### config.mk
export PLATFORM = sky130hd
export DESIGN_NAME = multicycle_control
export DESIGN_NICKNAME = d
export VERILOG_FILES = /design/src/rtl/multicycle_control.sv
export SDC_FILE = /design/constraint.sdc
export NUM_CORES = 1
export LEC_CHECK = 0
export BUFFER_PORTS_ARGS = -buffer_cell sky130_fd_sc_hd__buf_4
export CAP_MARGIN = 10
export CORE_ASPECT_RATIO = 1.1
export CORE_MARGIN = 2
export CORE_UTILIZATION = 45
export DETAILED_ROUTE_END_ITERATION = 6
export GPL_TIMING_DRIVEN = 0
export PLACE_DENSITY = 0.81
export SYNTH_ARGS = -nofsm -noshare
export SYNTH_HDL_FRONTEND = slang
export SYNTH_SLANG_ARGS = --single-unit
### constraint.sdc
create_clock -name clk -period 2.4 [get_ports clk]
set_input_delay 0.36 -clock clk [delete_from_list [all_inputs] [get_ports clk]]
set_output_delay 0.36 -clock clk [all_outputs]
set_load 0.05 [all_outputs]
### src/rtl/multicycle_control.sv
// Main control FSM for the multicycle 32-bit datapath.
// Moore-style sequencer: every datapath strobe comes from the current state.
// The only exceptions are ALUOp in IEXEC, which depends on opcode, and
// IRWrite/PCWrite in FETCH, which depend on mem_ready.
// Also keeps a sticky illegal-opcode flag and a retired-instruction counter.
module multicycle_control #(
  parameter int CNT_W = 32,
  parameter logic [5:0] OP_RTYPE = 6'b000000,
  parameter logic [5:0] OP_LW    = 6'b100011,
  parameter logic [5:0] OP_SW    = 6'b101011,
  parameter logic [5:0] OP_BEQ   = 6'b000100,
  parameter logic [5:0] OP_J     = 6'b000010,
  parameter logic [5:0] OP_ADDI  = 6'b001000,
  parameter logic [5:0] OP_XORI  = 6'b001110
) (
  input  logic             clk,
  input  logic             rst,
  input  logic [5:0]       opcode,
  input  logic             mem_ready,
  output logic [1:0]       ALUOp,
  output logic             ALUSrcA,
  output logic [1:0]       ALUSrcB,
  output logic [1:0]       PCSource,
  output logic             PCWrite,
  output logic             PCWriteCond,
  output logic             IorD,
  output logic             MemRead,
  output logic             MemWrite,
  output logic             IRWrite,
  output logic             MemtoReg,
  output logic             RegDst,
  output logic             RegWrite,
  output logic [3:0]       state,
  output logic             illegal,
  output logic [CNT_W-1:0] instr_count
);

  typedef enum logic [3:0] {
    FETCH  = 4'd0,
    DECODE = 4'd1,
    MEMADR = 4'd2,
    MEMRD  = 4'd3,
    MEMWB  = 4'd4,
    MEMWR  = 4'd5,
    EXEC   = 4'd6,
    RWB    = 4'd7,
    BRANCH = 4'd8,
    JUMP   = 4'd9,
    IEXEC  = 4'd10,
    IWB    = 4'd11
  } state_t;

  state_t state_q;
  state_t state_d;
  logic   decode_bad;
  logic   retire;

  logic mem_read_c;
  logic mem_write_c;
  logic ir_write_c;
  logic pc_write_c;
  logic pc_write_cond_c;
  logic reg_write_c;

  // State register; reset abandons any instruction in flight.
  always_ff @(posedge clk or posedge rst) begin
    if (rst) state_q <= FETCH;
    else     state_q <= state_d;
  end

  // Next-state sequencing plus the illegal-decode and retire conditions.
  always_comb begin
    state_d    = FETCH;
    decode_bad = 1'b0;
    retire     = 1'b0;
    case (state_q)
      FETCH:  state_d = mem_ready ? DECODE : FETCH;
      DECODE: begin
        if (opcode == OP_LW || opcode == OP_SW)          state_d = MEMADR;
        else if (opcode == OP_RTYPE)                     state_d = EXEC;
        else if (opcode == OP_BEQ)                       state_d = BRANCH;
        else if (opcode == OP_J)                         state_d = JUMP;
        else if (opcode == OP_ADDI || opcode == OP_XORI) state_d = IEXEC;
        else begin
          state_d    = FETCH;
          decode_bad = 1'b1;
        end
      end
      MEMADR: state_d = (opcode == OP_LW) ? MEMRD : MEMWR;
      MEMRD:  state_d = mem_ready ? MEMWB : MEMRD;
      MEMWB:  begin state_d = FETCH; retire = 1'b1; end
      MEMWR:  begin
        state_d = mem_ready ? FETCH : MEMWR;
        retire  = mem_ready;
      end
      EXEC:   state_d = RWB;
      RWB:    begin state_d = FETCH; retire = 1'b1; end
      BRANCH: begin state_d = FETCH; retire = 1'b1; end
      JUMP:   begin state_d = FETCH; retire = 1'b1; end
      IEXEC:  state_d = IWB;
      IWB:    begin state_d = FETCH; retire = 1'b1; end
      default: state_d = FETCH;
    endcase
  end

  // Datapath control decode for the current state (Moore outputs).
  always_comb begin
    ALUOp           = 2'b00;
    ALUSrcA         = 1'b0;
    ALUSrcB         = 2'b00;
    PCSource        = 2'b00;
    IorD            = 1'b0;
    MemtoReg        = 1'b0;
    RegDst          = 1'b0;
    mem_read_c      = 1'b0;
    mem_write_c     = 1'b0;
    ir_write_c      = 1'b0;
    pc_write_c      = 1'b0;
    pc_write_cond_c = 1'b0;
    reg_write_c     = 1'b0;
    case (state_q)
      FETCH: begin
        mem_read_c = 1'b1;
        ALUSrcB    = 2'b01;
        ir_write_c = mem_ready;
        pc_write_c = mem_ready;
      end
      DECODE: ALUSrcB = 2'b11;
      MEMADR: begin
        ALUSrcA = 1'b1;
        ALUSrcB = 2'b10;
      end
      MEMRD: begin
        mem_read_c = 1'b1;
        IorD       = 1'b1;
      end
      MEMWB: begin
        reg_write_c = 1'b1;
        MemtoReg    = 1'b1;
      end
      MEMWR: begin
        mem_write_c = 1'b1;
        IorD        = 1'b1;
      end
      EXEC: begin
        ALUSrcA = 1'b1;
        ALUOp   = 2'b10;
      end
      RWB: begin
        reg_write_c = 1'b1;
        RegDst      = 1'b1;
      end
      BRANCH: begin
        ALUSrcA         = 1'b1;
        ALUOp           = 2'b01;
        pc_write_cond_c = 1'b1;
        PCSource        = 2'b01;
      end
      JUMP: begin
        pc_write_c = 1'b1;
        PCSource   = 2'b10;
      end
      IEXEC: begin
        ALUSrcA = 1'b1;
        ALUSrcB = 2'b10;
        ALUOp   = (opcode == OP_XORI) ? 2'b11 : 2'b00;
      end
      IWB: reg_write_c = 1'b1;
      default: ;
    endcase
  end

  // Write strobes are held off for as long as reset is asserted.
  assign MemRead     = mem_read_c      & ~rst;
  assign MemWrite    = mem_write_c     & ~rst;
  assign IRWrite     = ir_write_c      & ~rst;
  assign PCWrite     = pc_write_c      & ~rst;
  assign PCWriteCond = pc_write_cond_c & ~rst;
  assign RegWrite    = reg_write_c     & ~rst;
  assign state       = state_q;

  // Sticky flag: set on any unsupported opcode seen in DECODE.
  always_ff @(posedge clk or posedge rst) begin
    if (rst)             illegal <= 1'b0;
    else if (decode_bad) illegal <= 1'b1;
  end

  // Retired-instruction counter; wraps naturally at all-ones.
  always_ff @(posedge clk or posedge rst) begin
    if (rst)         instr_count <= '0;
    else if (retire) instr_count <= instr_count + {{(CNT_W-1){1'b0}}, 1'b1};
  end

endmodule

==> flow_metrics.tcl <==
set metrics [dict create \
    seq_area_frac_synth_pct 45.5 \
    holdWs_ps 259 \
    grt_antenna_before_repair 0 \
    period_needed_ps 2260 \
    status "finished clean" \
    clkTransAtPathRegs_ps 70 \
    avgRoutedWirePerCell_um 14.0 \
    cts_sinks 37 \
    initial_utilization_pct 47.1 \
    tightest_slew_ps 764 \
    postCtsResizedCells 0 \
    fp-row-count 25 \
    vias_per_cell 5.45 \
    dr.first_iter.drc_count 87 \
    numCtsBuffers 5 \
    synthTopCellsByArea "dfrtp_1, xnor2_1, nand3_1" \
    port_buffers 60 \
    grt_pass1_vias 1645 \
    detail-route-antenna-nets 0 \
    die_w_um 68.1 \
    drv_cap 0 \
    seqCellArea_um2 926 \
    busiest_layer "met2" \
    num_vias 1805 \
    cp_slowest_cell "or3b_2" \
    place_congestion 0.820 \
    hpwl_um 3470 \
    track_usage_pct 19.2 \
    post-route-drc-count 0 \
    worstHoldPathType "in -> async" \
    multiInputGateArea_mm2 0.00107 \
    cts_setup_buffers 0 \
    cp_top_family "simple AND/OR/NAND/NOR gates" \
    yosysTopAreaCell "dfrtp_1" \
    worstSetupPathType "in -> out" \
    ys_warn_count 0 \
    die_y_um 74.5 \
    synthFlopType "dfrtp_1" \
    min_period_over_period_pct 94.2 \
    nets 287 \
    grtUsageMet3_pct 4.69 \
    worstSkewPairLatency_ps 280 \
    grt_setup_unrepaired "false" \
    reg2reg_from "state[0]" \
    cp-start-kind "primary input" \
    diodes 0 \
    cts_buffer_depth 2 \
    synth_most_common_cell "dfrtp_1" \
    synth.top_cell.area_share_pct 45.5 \
    post_route_cells_drive_above_1_share_pct 30.3 \
    hold_violations 0 \
    cp.required_ps 2040 \
    postSynth.asyncResetShare_pct 100 \
    syn-cell-area_mm2 0.00203 \
    io_pins 62 \
    arrival_ps 1900 \
    design_area_mm2 0.00266 \
    syn_inst 210 \
    place_area_mm2 0.00258 \
    cts-root-buf "clkbuf_8" \
    synth_seq_cells 37 \
    maxSlewViolCount 0 \
    grt_max_degree 39 \
    path_cells "buf_4 > nor2_1 > nand3_1 > or3b_2 > or2_2 > a21oi_2 > buf_4" \
    synth_common_cells "dfrtp_1, xnor2_1, nor2_1" \
    use_met2_pct 32.4 \
    worstPathMaxFanout 5 \
    routed_wl_um 4640 \
    grt.met1_usage_pct 24.4 \
    ys_types 40 \
    finalSetupViolCount 0 \
    slew_headroom_pct 49.0 \
    die-area_mm2 0.00508 \
    syn_avg_cell_area_um2 9.69 \
    path_common_cell "buf_4" \
    max_stage_delay_ps 470 \
    fin_skew_ps 4.29 \
    synth-edff-count 0 \
    area_growth_pct 30.9 \
    p_leak_nw 1.25 \
    crit_path_start "opcode[0]" \
    vdd_ir_drop_max_uv 556 \
    ff2ff_setup_slack_ps 440 \
    syn_nets 220 \
    power.density_mw_per_mm2 762 \
    core-area_mm2 0.00432 \
    postCtsHoldBufs 0 \
    cts_tree "yes" \
    path_buf_inv 2 \
    clock.fmax_ghz 0.442 \
    overflow 0 \
    endpoint_kind "output port" \
    fill_cells 387 \
    htree_levels 2 \
    dr.pass1.iters 4 \
    grt_first_pass_wirelength_um 7460 \
]
report_power, final:
group / internal (mW) / switching [mW] / total (mW)
sequential: 0.672 / 0.0636 / 0.736
clock: 0.228 / 0.207 / 0.435
combinational: 0.270 / 0.588 / 0.858
total: 1.17 / 0.859 / 2.03
final timing paths:
check | end | depth (start not counted)
min reg2reg | illegal | 1
min | instr_count[23] | 2
min in group clk | state[1] | 2
max | ALUOp[1] | 7
max reg2reg | instr_count[31] | 8
max in group asynchronous | state[0] | 2
state kept, by name, indices dropped and copies added, names as in the netlist:
| signal | cells |
|---|---|
| illegal | 1 |
| instr_count | 32 |
| state | 4 |
routing by layer:
| layer | vias to the layer above | routed length (um) |
|---|---|---|
| met1 | 872 | 2060 |
| li1 | 884 | - |
| met3 | 5 | 224 |
| met5 | - | 0 |
| met4 | 0 | 48 |
| met2 | 44 | 2310 |
cell usage in the layout, fill, tap and decap left out, types with 3 or more instances in the layout:
cell type,instances
buf_4,61
dfrtp_1,37
xnor2_1,25
nor2_1,18
nand3_1,17
nand2_1,14
nand4_1,10
xor2_1,9
nor3_1,8
nand2b_1,6
and3_1,6
clkbuf_1,6
o21ai_0,6
clkbuf_8,6
nor4_1,4
a21oi_1,4
buf_2,3
and4_1,3
inv_1,3
kinds of logic (layout without fill, tap and decap cells):
| group | after synthesis | count (layout) | share of synthesized area [%] |
|---|---|---|---|
| adders and majority gates | 1 | 1 | 0.615 |
| and+or+nand+nor | 103 | 103 | 29.1 |
| DFF | 37 | 37 | 45.5 |
| buffers and inverters | 14 | 81 | 3.32 |
| AOI/OAI and AO/OA | 19 | 19 | 5.78 |
| xor gates and xnor gates | 34 | 34 | 14.6 |
| muxes | 2 | 2 | 1.05 |
final cells by class:
class | instances | share of cell area, %
Clock buffer | 7 | 3.24
Buffer | 10 | 1.97
Inverter | 4 | 0.564
Tap cell | 54 | 2.54
Sequential cell | 37 | 34.8
Multi-Input combinational cell | 159 | 40.0
Timing Repair Buffer | 60 | 16.9
per-stage QoR:
stage	utilization [%]	worst slack (ps)	cells	total power, mW	setup TNS (ps)
2_1_floorplan	-	-526	210	1.37	-1640
3_3_place_gp	59.7	13.7	324	1.60	0
3_5_place_dp	59.7	143	324	1.61	0
4_1_cts	61.7	140	331	2.05	0
5_1_grt	61.7	59.1	331	2.13	0
6_report	61.7	139	331	2.03	0
(Power assumes the default switching activity.)
